## src/rtl/cache_pkg.sv

```systemverilog
// cache_pkg: shared constants, fill FSM state type and block-base helper for the cache fill controller
package cache_pkg;
   localparam int BLOCK_WORDS = 8;
   localparam int ADDR_W      = 16;
   localparam int IDX_W       = $clog2(BLOCK_WORDS);
   localparam int CNT_W       = IDX_W + 1;
   localparam int OFFSET_BITS = IDX_W + 1;
   typedef enum logic {IDLE, FILL} fillState_t;
   function automatic logic [ADDR_W-1:0] blockBase(input logic [ADDR_W-1:0] addr);
      return addr & ~ADDR_W'(2 * BLOCK_WORDS - 1);
   endfunction
endpackage

```

## src/rtl/fill_counter.sv

```systemverilog
// fill_counter: saturating beat counter (0..BLOCK_WORDS) with clear/increment and rotated word index
//   clk, rst : clock, async active-high reset
//   clr, inc : clear (wins) / increment, holds at BLOCK_WORDS
//   start    : word offset the rotation begins at
//   count    : beats counted so far
//   idx      : (start + count) modulo BLOCK_WORDS
module fill_counter
   import cache_pkg::*;
(
   input  logic             clk,
   input  logic             rst,
   input  logic             clr,
   input  logic             inc,
   input  logic [IDX_W-1:0] start,
   output logic [CNT_W-1:0] count,
   output logic [IDX_W-1:0] idx
);
   always_ff @(posedge clk or posedge rst)
      if (rst) count <= '0;
      else if (clr) count <= '0;
      else if (inc && count < CNT_W'(BLOCK_WORDS)) count <= count + CNT_W'(1);
   assign idx = start + count[IDX_W-1:0];
endmodule

```

## src/rtl/cache_fill_fsm.sv

```systemverilog
// cache_fill_fsm: miss handler that stalls the pipeline and streams one block from memory into the cache
//   clk, rst           : clock, async active-high reset
//   miss_detected      : lookup missed this cycle; miss_address is the missing byte address
//   memory_data_valid  : a returning word is on memory_data (data itself goes straight to the array)
//   fsm_busy           : pipeline stall, asserted combinationally in the miss cycle
//   mem_read_en        : read issued this cycle at memory_address
//   write_data_array   : write the returning word at fill_word_idx
//   write_tag_array    : tag/valid write, with fill_done, on the final beat
// Build option: CACHE_FILL_CRITICAL_WORD_FIRST_EN starts issue/receive order at the missing word.
module cache_fill_fsm
   import cache_pkg::*;
(
   input  logic              clk,
   input  logic              rst,
   input  logic              miss_detected,
   input  logic [ADDR_W-1:0] miss_address,
   input  logic              memory_data_valid,
   input  logic [15:0]       memory_data,
   output logic              fsm_busy,
   output logic              mem_read_en,
   output logic [ADDR_W-1:0] memory_address,
   output logic              write_data_array,
   output logic [IDX_W-1:0]  fill_word_idx,
   output logic              write_tag_array,
   output logic              fill_done
);
   fillState_t        state;
   logic [ADDR_W-1:0] baseAddr;
   logic [IDX_W-1:0]  startOff, missOff, issueIdx, recvIdx;
   logic [CNT_W-1:0]  issueCnt, recvCnt;
   logic              isFill, startMiss, lastBeat, unusedBits;
`ifdef CACHE_FILL_CRITICAL_WORD_FIRST_EN
   assign missOff = miss_address[IDX_W:1];
`else
   assign missOff = '0;
`endif
   // returning data bypasses this block; low address bits are only a word/byte offset
   assign unusedBits       = ^{memory_data, miss_address[OFFSET_BITS-1:0]};
   assign isFill           = state == FILL;
   assign startMiss        = state == IDLE && miss_detected;
   assign fsm_busy         = isFill || startMiss;
   assign mem_read_en      = isFill && issueCnt < CNT_W'(BLOCK_WORDS);
   assign memory_address   = mem_read_en ? baseAddr | ADDR_W'({issueIdx, 1'b0}) : '0;
   assign write_data_array = isFill && memory_data_valid;
   assign fill_word_idx    = write_data_array ? recvIdx : '0;
   assign lastBeat         = write_data_array && recvCnt == CNT_W'(BLOCK_WORDS - 1);
   assign write_tag_array  = lastBeat;
   assign fill_done        = lastBeat;
   always_ff @(posedge clk or posedge rst)
      if (rst) begin
         state    <= IDLE;
         baseAddr <= '0;
         startOff <= '0;
      end else if (startMiss) begin
         state    <= FILL;
         baseAddr <= blockBase(miss_address);
         startOff <= missOff;
      end else if (lastBeat) state <= IDLE;
   fill_counter issueCtr (
      .clk   (clk),
      .rst   (rst),
      .clr   (startMiss),
      .inc   (isFill),
      .start (startOff),
      .count (issueCnt),
      .idx   (issueIdx)
   );
   fill_counter recvCtr (
      .clk   (clk),
      .rst   (rst),
      .clr   (startMiss),
      .inc   (write_data_array),
      .start (startOff),
      .count (recvCnt),
      .idx   (recvIdx)
   );
endmodule

```

## config.mk

```make
export PLATFORM = sky130hd
export DESIGN_NAME = cache_fill_fsm
export DESIGN_NICKNAME = d
export VERILOG_FILES = /design/src/rtl/cache_pkg.sv /design/src/rtl/fill_counter.sv /design/src/rtl/cache_fill_fsm.sv
export SDC_FILE = /design/constraint.sdc
export NUM_CORES = 1
export LEC_CHECK = 0
export CORE_MARGIN = 10
export CORE_UTILIZATION = 36
export CTS_CLUSTER_DIAMETER = 100
export DETAILED_ROUTE_END_ITERATION = 10
export PLACE_DENSITY = 0.75
export SKIP_LAST_GASP = 1
export SLEW_MARGIN = 40
export SYNTH_ARGS = -nofsm -noshare
export SYNTH_HDL_FRONTEND = slang
export SYNTH_HIERARCHICAL = 1
export SYNTH_SLANG_ARGS = --single-unit
```

## constraint.sdc

```tcl
create_clock -name clk -period 1.4 [get_ports clk]
set_input_delay 0.28 -clock clk [delete_from_list [all_inputs] [get_ports clk]]
set_output_delay 0.28 -clock clk [all_outputs]
set_load 0.005 [all_outputs]
```

==> impl_results.md, run 1 <==
* Status: complete, but fails checks
* Violations in the final reports: setup timing
* Library cells used by synthesis at 23
* Maximum resistive drop on vdd at 0.000989 V
* Cell Area, Synth at 1220 µm²
* TritonCTS clock tree: built
* Clk root buf: sky130_fd_sc_hd__clkbuf_4
* Unrepaired setup endpoints after global routing: yes
* Class of the worst hold path: input pin to asynchronous set/reset pin
* Number of violations reported at the end of detailed-routing iteration 0 at 42
* Global-route wire length before repair at 5270 µm
* Dominant combinational cell family by area after synthesis: simple AND/OR/NAND/NOR gates
* Routability-driven placement congestion ratio at 0.733
* Initial cell density of the core at 37.0%
* Post-synth EDFFs at 0
* CTS buffer count at 3
* Worst hold slack at 0.244 ns
* Buffer depth of the longest clock path at 2
* Count of filler cells inserted in the layout at 277
* Placement Rows at 21
* Post-route ant nets at 0
* Avg WL per Cell at 15.8 µm
* Post-detailed-route DRC marker count at 0
* H-tree depth at 1
* Synth-to-layout area growth at 71.2%
* Mean area per synthesized cell at 11.7 µm²
* Placed Area at 1780 µm²
* Global route total overflow at 0
* Final setup viols at 43
* Placeable Area at 3310 µm²
* Number of max-cap violations at 0
* Final cell count without fillers at 226
* I/O pin count at 60
* Number of vias after detailed routing at 981
* Total number of yosys warnings at 6
* Die span in x at 78.3 µm
* Aggregate global-route resource usage at 10.4%
* Cell type with the highest aggregate area in the netlist: sky130_fd_sc_hd__dfrtp_1
* Highest metal layer with signal wires: met4
* Post-route cell area at 2100 µm²
* Dominant delay contributor by cell family on the critical path: simple AND/OR/NAND/NOR gates
* Total Wirelength at 3580 µm
* Routed length on met3 at 276 µm
* Highest-count cells in the layout ignoring fill and taps: sky130_fd_sc_hd__buf_6, sky130_fd_sc_hd__dfrtp_1, sky130_fd_sc_hd__clkdlybuf4s50_1, sky130_fd_sc_hd__buf_4, sky130_fd_sc_hd__and2_4
* Pin count of the biggest net entering global routing at 14
* Total buffers and inverters traversed by the critical path at 3
* Detailed-routing wirelength on met1 at 1430 µm
* Category of the worst setup path launch point: flop
* Reg clk slew, reported paths at 0.13 ns
* Cell Count Post-Placement at 207
* Most Frequent Cell on Critical Path: sky130_fd_sc_hd__buf_6
* Die area at 6140 µm²
* Number of I/O port buffers at 38
* Startpoint-to-endpoint class of the critical path: flop to output port
* Hold-fix buffer count after cts at 0
* Final worst-path cycle share at 126%
* Delay contributed by the slowest stage of the critical path at 0.43 ns
* Post-synthesis adder-cell area fraction at 7.35%
* Fraction of final layout cells sized beyond drive strength 1 at 55.6%
* Dominant cells by area after synthesis: sky130_fd_sc_hd__dfrtp_1, sky130_fd_sc_hd__mux2_4, sky130_fd_sc_hd__and2_1
* Post-synthesis share of cell area spent on and, or, nand and nor gates at 19.1%
* Place WS at -0.454 ns
* # nets final at 223
* Number of antenna violations at the first check in global routing at 0
* Series of cell instances along the critical path: and2b_4 -> buf_6 -> buf_6 -> and2_4 -> buf_6
* Sum of met2 wire segment lengths after detailed routing at 1850 µm
* Share of synthesized area occupied by flip-flops and latches at 42.9%
* Data arrival time at the worst-slack endpoint at 1.48 ns
* Via count of the first global-routing pass at 1121
* Insertion delay of the later-clocked pin in the worst-skew pair at 0.31 ns
* Diode insertion count for antenna repair at 0
* Worst setup skew after layout at 0.0111 ns
* Post-detail-place hpwl at 2480 µm
* Worst path required time at 1.12 ns
* Crit Path Max Fanout at 5
* Number of register bits inferred by synthesis at 21
* Fraction of post-synthesis cell area in the top cell type by area at 42.9%
* Endpoint type of the worst setup path: output port
* Main flop type after synthesis: sky130_fd_sc_hd__dfrtp_1
* Most common library cell in the layout ignoring fill and taps: sky130_fd_sc_hd__buf_6
* Crit path max-delay cell type: sky130_fd_sc_hd__dfrtp_1
* Sink count of the clock tree at 21
* Static Leak at 1.00 nW
* Chip Height at 78.3 µm
* Share of the synthesized netlist area taken by xor and xnor gates at 5.72%
* Fmax at 0.568 GHz
* Count of mapped cells out of synthesis at 105
* Async S/R FF share, synth at 100%
* Final hold violation count at 0
* Final setup TNS at -7.88 ns
* Time the final worst path needs with I/O delays and setup at 1.76 ns
* Via/cell ratio at 4.34
* Final Worst Setup Slack at -0.359 ns
* Multiplexer share of the synthesized area at 15.4%
* Final max-slew violation count at 0
* Router iterations before antenna repair at 3
* Compound-cell area share of the yosys netlist at 2.04%
* Power density over cell area at 2000 nW/µm²
==> report_power, final <==
group	internal [W]	switching (W)	leakage (nW)
sequential	0.000904	0.000213	0.249
clock	0.000107	0.000189	0.0177
combinational	0.00177	0.00100	0.736
total	0.00278	0.00141	1.00
==> through the flow <==
step | total power (W) | utilization, %
2_1_floorplan | 0.00208 | -
3_3_place_gp | 0.00290 | 53.6
3_5_place_dp | 0.00303 | 53.6
4_1_cts | 0.00365 | 57.4
5_1_grt | 0.00447 | 63.3
6_report | 0.00419 | 63.3
==> repair_timing <==
item,CTS,global route
gates cloned,1,1
buffers inserted,10,4
pin swaps,16,11
setup endpoints to repair,23,43
gates resized for setup,120,37
==> registers in the layout, indices dropped and copies added (netlist names) <==
register,flops
baseAddr,12
isFill,1
issueCtr/count,4
recvCtr/count,4
==> area by class of cell <==
class	count	area [µm²]	share of cell area [%]
Multi-Input combinational cell	75	753	35.9
Timing Repair Buffer	68	688	32.8
Sequential cell	21	526	25.1
Tap cell	46	57.6	2.74
Inverter	12	45.0	2.15
Clock buffer	3	22.5	1.07
Clock inverter	1	5.00	0.239
==> worst register-to-register path, stage by stage (launching register included) <==
cell and delay, ns:
sky130_fd_sc_hd__dfrtp_1 0.44, sky130_fd_sc_hd__buf_6 0.15, sky130_fd_sc_hd__buf_6 0.11, sky130_fd_sc_hd__buf_6 0.11, sky130_fd_sc_hd__nor2b_4 0.18, sky130_fd_sc_hd__clkbuf_16 0.19
sky130_fd_sc_hd__mux2_4 0.29
==> metal layers <==
metal,vias up,global-route usage (%)
li1,478,-
met1,468,11.6
met2,32,17.9
met3,3,4.44
met4,0,2.15
met5,-,0
==> Yosys cell counts, drive strengths merged (2+ instances only) <==
master,number
dfrtp,21
mux2i,2
and3,3
fa,2
a41oi,2
buf,4
ha,4
xnor2,4
mux2,12
nand3b,2
inv,12
xor2,4
nor2,9
and2,15
nor2b,3
==> path summary, 6_finish.rpt <==
path                              startpoint                end  slack [ns]  depth (start not counted)
hold / removal                           rst  issueCtr/count[2]        0.24                          2
setup / recovery           issueCtr/count[3]  memory_address[4]       -0.36                          5
setup reg to reg                      isFill        baseAddr[8]       -0.19                          6
max in group asynchronous                rst       baseAddr[12]        0.75                          3
min in group clk                baseAddr[15]       baseAddr[15]        0.53                          1
hold reg to reg                 baseAddr[15]       baseAddr[15]        0.53                          1
==> cells by family after synthesis <==
| kind of cell | after synthesis |
|---|---|
| simple gates | 36 |
| compound gates | 3 |
| flops | 21 |
| other cells | 1 |
| fa+ha+maj | 6 |
| xor+xnor | 8 |
| mux | 14 |
| buf+inv | 16 |
(Power assumes the default switching activity.)
==> run 2, diff against run 1 <==
CORE_UTILIZATION = 40   (was 36)
PLACE_DENSITY = 0.78   (was 0.75)
clock period = 2 ns   (was 1.4 ns; I/O delays follow)
==> run 2 against run 1 <==
  * The run still ends with setup timing left
  * Combinational power shrank 50%
  * Die area fell by 7.5%
  * Non-clock buffer count decreased by 9
  * Global-route usage is 0.53 points higher
==> impl_results.md, run 2 (same netlist as run 1, synthesis figures left out) <==
* Status: complete, but fails checks
* Violations in the final reports: setup timing
* Share of total power in combinational logic at 58.6%
* Number of max-cap violations at 0
* Initial cell density of the core at 40.8%
* Sw frac at 33.6%
* Number of antenna violations at the first check in global routing at 0
* Top register by number of flip-flops: baseAddr
* Endpoint type of the worst setup path: output port
* Number of vias after detailed routing at 947
* Maximum resistive drop on vdd at 0.000799 V
* Time the final worst path needs with I/O delays and setup at 2.07 ns
* Series of cell instances along the critical path: and2b_4 -> buf_4 -> buf_4 -> buf_4 -> and2_1 -> dlymetal6s2s_1
* Fraction of final layout cells sized beyond drive strength 1 at 30.4%
* Core Util, Final at 61.0%
* Delay contributed by the slowest stage of the critical path at 0.45 ns
* Diode insertion count for antenna repair at 0
* Insertion delay of the later-clocked pin in the worst-skew pair at 0.30 ns
* Placeable Area at 3000 µm²
* Sink count of the clock tree at 21
* Via/cell ratio at 4.64
* Worst setup skew after layout at 0.00993 ns
* TritonCTS clock tree: built
* Synth-to-layout area growth at 49.5%
* Final worst-path cycle share at 104%
* Post-detailed-route DRC marker count at 0
* Post-route ant nets at 0
* Die area at 5680 µm²
* Router iterations before antenna repair at 3
* Global route total overflow at 0
* # nets final at 214
* Final Worst Setup Slack at -0.0742 ns
* CTS buffer count at 3
* Internal Power at 0.00158 W
* Data arrival time at the worst-slack endpoint at 1.67 ns
* Buffer depth of the longest clock path at 2
* Unrepaired setup endpoints after global routing: yes
* Highest-count cells in the layout ignoring fill and taps: sky130_fd_sc_hd__dfrtp_1, sky130_fd_sc_hd__buf_4, sky130_fd_sc_hd__clkdlybuf4s50_1
* Startpoint-to-endpoint class of the critical path: flop to output port
* Routability-driven placement congestion ratio at 0.687
* Number of violations reported at the end of detailed-routing iteration 0 at 24
* Worst path required time at 1.60 ns
* Global-route wire length before repair at 4820 µm
* Final max-slew violation count at 0
* Power density over cell area at 1300 nW/µm²
* Relative contribution of sequential cells to total power at 33.0%
* Actual slew at the worst max-slew pin at 0.527 ns
* Chip Height at 75.3 µm
* Post-detail-place hpwl at 2130 µm
* Category of the worst setup path launch point: flop
* Final hold violation count at 0
* Clk root buf: sky130_fd_sc_hd__clkbuf_4
* Pin count of the biggest net entering global routing at 21
* Avg WL per Cell at 15.4 µm
* Worst slew margin relative to its limit at 64.8%
* Total buffers and inverters traversed by the critical path at 4
* Most common library cell in the layout ignoring fill and taps: sky130_fd_sc_hd__dfrtp_1
* Worst hold slack at 0.330 ns
* Number of flip-flops under the largest register name at 12
* Largest registers: baseAddr x12, issueCtr/count x4, recvCtr/count x4
* Number of I/O port buffers at 38
* Portion of total power attributed to the clock network at 8.4%
* Reg2Reg Setup Slack at 0.68 ns
* Die span in x at 75.3 µm
* Aggregate global-route resource usage at 10.9%
* Dominant delay contributor by cell family on the critical path: buffers and inverters
* Placement Rows at 20
* Fmax at 0.482 GHz
* Class of the worst hold path: input pin to asynchronous set/reset pin
* NetSw at 0.000797 W
* Final setup viols at 1
* Total Wirelength at 3150 µm
* Reg clk slew, reported paths at 0.12 ns
* Static Leak at 1.03 nW
* Crit path max-delay cell type: sky130_fd_sc_hd__dfrtp_1
* H-tree depth at 1
* Via count of the first global-routing pass at 1053
* Most Frequent Cell on Critical Path: sky130_fd_sc_hd__buf_4
* Crit Path Max Fanout at 6
* I/O pin count at 60
-- run 2: final cells by class --
| type | count | area (µm²) |
|---|---|---|
| fill | 255 | 1170 |
| clock inverter | 1 | 5.00 |
| timing repair buffer | 59 | 546 |
| tap | 33 | 41.3 |
| multi-input combinational | 75 | 646 |
| sequential | 21 | 527 |
| clock buffer | 3 | 22.5 |
| inverter | 12 | 45.0 |
-- run 2: timing repair --
| action | 4_1_cts | 5_1_grt |
|---|---|---|
| resized for setup | 15 | 22 |
| setup buffers | 8 | 7 |
| hold buffers | 0 | 0 |
| pin swaps | 1 | 0 |
| setup endpoints to repair | 21 | 18 |
| gates cloned | 1 | 0 |
-- run 2: power groups by stage --
stage | clock [W] | combinational [W] | sequential, W
2_1_floorplan | 0 | 0.000691 | 0.000766
3_3_place_gp | 0 | 0.00115 | 0.000783
3_5_place_dp | 0 | 0.00120 | 0.000794
4_1_cts | 0.000204 | 0.00130 | 0.000781
5_1_grt | 0.000233 | 0.00155 | 0.000807
6_report | 0.000199 | 0.00139 | 0.000783
-- run 2: layer usage --
metal | vias up | track usage [%] | wire length [µm]
li1 | 460 | - | -
met1 | 453 | 10.7 | 1070
met2 | 29 | 20.4 | 1770
met3 | 5 | 4.82 | 249
met4 | 0 | 2.68 | 56
met5 | - | 0 | 0
-- run 2: final timing paths --
path                       cells after the start               from           endpoint
min in group clk                               1       baseAddr[10]       baseAddr[10]
min                                            2                rst  issueCtr/count[1]
max reg2reg                                    7             isFill   recvCtr/count[1]
max in group asynchronous                      2                rst       baseAddr[10]
min reg2reg                                    1       baseAddr[10]       baseAddr[10]
max                                            6  issueCtr/count[3]  memory_address[8]
-- run 2: through the flow --
| step | setup slack, ns | instance area [µm²] | TNS [ns] | std cells | power (W) |
|---|---|---|---|---|---|
| after detailed placement | -0.0689 | 1680 | -0.136 | 184 | 0.00199 |
| after floorplan | 0.507 | 1250 | 0 | 111 | 0.00146 |
| after global placement | -0.0424 | 1680 | -0.0834 | 184 | 0.00193 |
| after CTS | -0.133 | 1770 | -1.13 | 197 | 0.00229 |
| final | -0.0742 | 1830 | -0.0742 | 204 | 0.00237 |
| after global routing | -0.180 | 1830 | -0.240 | 204 | 0.00259 |
==> run 3, diff against run 2 <==
CORE_MARGIN = not set   (was 10)
==> run 3 against run 2 <==
  * The run ends with DRC, setup timing left
  * Non-clock buffer count up 2
  * Count of clock-buffer cells in the layout unchanged
  * Worst setup slack better by 0.059 ns
  * Sequential share of layout area up 0.27 points
  * Worst hold slack worse by 0.0047 ns
  * Cell area down 0.68%
  * First-iteration DRC count down 54%
  * Sequential cell count unchanged
  * Combinational power about the same
  * Critical path type unchanged
  * Largest cell class unchanged
  * Largest power group unchanged
==> impl_results.md, run 3 (same netlist as run 1, synthesis figures left out) <==
* Status: complete, but fails checks
* Violations in the final reports: DRC, setup timing
* Number of flip-flops under the largest register name at 12
* Highest-count cells in the layout ignoring fill and taps: sky130_fd_sc_hd__buf_4, sky130_fd_sc_hd__dfrtp_1, sky130_fd_sc_hd__clkdlybuf4s50_1
* Total Wirelength at 3150 µm
* Maximum resistive drop on vdd at 0.000701 V
* Placeable Area at 2830 µm²
* Fraction of final layout cells sized beyond drive strength 1 at 34.7%
* Sum of met2 wire segment lengths after detailed routing at 1890 µm
* Detailed-routing wirelength on met1 at 1120 µm
* Die area at 3290 µm²
* Overall power consumption at 0.00234 W
* Post-detailed-route DRC marker count at 2
* Static Leak at 0.918 nW
* Final setup viols at 1
* Final max-slew violation count at 0
* CTS buffer count at 3
* Dominant delay contributor by cell family on the critical path: buffers and inverters
* Number of violations reported at the end of detailed-routing iteration 0 at 11
* FF/Latch Area at 528 µm²
* Diode insertion count for antenna repair at 0
* FF-to-FF path depth at 6
* Final hold violation count at 0
* Final setup TNS at -0.0150 ns
* Number of antenna violations at the first check in global routing at 0
* Insertion delay of the later-clocked pin in the worst-skew pair at 0.31 ns
* Routed length on met3 at 69 µm
* Placement Rows at 19
* Unrepaired setup endpoints after global routing: yes
* Chip Height at 57.3 µm
* Data arrival time at the worst-slack endpoint at 1.62 ns
* Largest registers: baseAddr x12, issueCtr/count x4, recvCtr/count x4
* # nets final at 216
* Crit path max-delay cell type: sky130_fd_sc_hd__dfrtp_2
* Via/cell ratio at 4.75
* Router iterations before antenna repair at 7
* Die span in x at 57.3 µm
* Pin count of the biggest net entering global routing at 21
* Avg WL per Cell at 15.4 µm
* Crit Path Max Fanout at 6
* Actual slew at the worst max-slew pin at 0.513 ns
* Fmax at 0.496 GHz
* Post-route ant nets at 0
* Delay contributed by the slowest stage of the critical path at 0.47 ns
* Most Frequent Cell on Critical Path: sky130_fd_sc_hd__buf_4
* Area of combinational cells with multiple inputs at 657 µm²
* Power density over cell area at 1290 nW/µm²
* Initial cell density of the core at 43.3%
* Startpoint-to-endpoint class of the critical path: flop to output port
* Category of the worst setup path launch point: flop
* Worst slew margin relative to its limit at 65.8%
* Final Worst Setup Slack at -0.0150 ns
* Final worst-path cycle share at 101%
* Cell Count Post-Placement at 182
* I/O pin count at 60
* Global-route wire length before repair at 4870 µm
* Number of vias after detailed routing at 969
* Clk root buf: sky130_fd_sc_hd__clkbuf_4
* Aggregate global-route resource usage at 20.0%
* Routability-driven placement congestion ratio at 0.698
* Time the final worst path needs with I/O delays and setup at 2.02 ns
* Synth-to-layout area growth at 48.5%
* Total buffers and inverters traversed by the critical path at 3
* Class of the worst hold path: input pin to asynchronous set/reset pin
* Worst path required time at 1.60 ns
* Total number of cells along the worst setup path at 5
* Endpoint type of the worst setup path: output port
* Count of filler cells inserted in the layout at 237
* Hold-fix buffer count after cts at 0
* Most common library cell in the layout ignoring fill and taps: sky130_fd_sc_hd__buf_4
* Final cell count without fillers at 204
* Number of max-cap violations at 0
* TritonCTS clock tree: built
* Number of I/O port buffers at 38
* Post-detail-place hpwl at 2120 µm
* Buffer depth of the longest clock path at 2
* Series of cell instances along the critical path: buf_4 -> and2b_4 -> buf_4 -> and2_1 -> clkdlybuf4s15_1
* Top register by number of flip-flops: baseAddr
* Worst setup skew after layout at 0.0112 ns
* Via count of the first global-routing pass at 1098
* Highest metal layer with signal wires: met4
* H-tree depth at 1
* Sink count of the clock tree at 21
* Global route total overflow at 0
* Core Util, Final at 64.3%
* Reg clk slew, reported paths at 0.13 ns
-- run 3: cell types whose count changed in the layout (fill, tap and decap cells not counted), sizes merged --
cell           previous run  this run
dlymetal6s2s             10         1
dlygate4sd2               7        11
buf                      21        24
clkdlybuf4s15             0         3
clkbuf                    8         9
-- run 3: metrics by stage --
| stage | area [µm²] | worst slack, ns | hold WS (ns) |
|---|---|---|---|
| after floorplan | 1250 | 0.507 | 0.166 |
| after detailed placement | 1680 | -0.117 | 0.489 |
| after global routing | 1820 | -0.0778 | 0.328 |
| final | 1820 | -0.0150 | 0.326 |
| after CTS | 1800 | -0.0657 | 0.338 |
| after global placement | 1680 | -0.116 | 0.481 |
-- run 3: path summary, 6_finish.rpt --
| path | start | slack (ns) | endpoint |
|---|---|---|---|
| max | isFill | -0.02 | memory_address[10] |
| min | rst | 0.33 | recvCtr/count[2] |
| max reg2reg | isFill | 0.58 | recvCtr/count[3] |
| min reg2reg | baseAddr[11] | 0.52 | baseAddr[11] |
| max in group asynchronous | rst | 1.15 | isFill |
| min in group clk | baseAddr[11] | 0.52 | baseAddr[11] |
-- run 3: area by class of cell --
class,count,share of cell area (%)
Clock buffer,3,1.24
Clock inverter,1,0.275
Inverter,12,2.48
Multi-Input combinational cell,75,36.1
Sequential cell,21,29.0
Tap cell,31,2.13
Timing Repair Buffer,61,28.7
-- run 3: power by group --
part | total, W | switching, W | internal [W]
registers | 0.000772 | 0.000138 | 0.000634
logic | 0.00136 | 0.000537 | 0.000821
clock network | 0.000209 | 0.000134 | 0.0000747
total | 0.00234 | 0.000810 | 0.00153
-- run 3: layer usage --
| metal | up-vias | GRT usage (%) |
|---|---|---|
| met5 | - | 0 |
| met4 | 0 | 8.01 |
| met3 | 8 | 3.17 |
| met2 | 24 | 39.9 |
| met1 | 476 | 20.3 |
| li1 | 461 | - |
-- run 3: timing repair --
item | 4_1_cts | 5_1_grt
gates resized for setup | 31 | 18
setup endpoints to repair | 23 | 13
gates cloned | 1 | 0
setup buffers | 13 | 4
pin swaps | 1 | 1
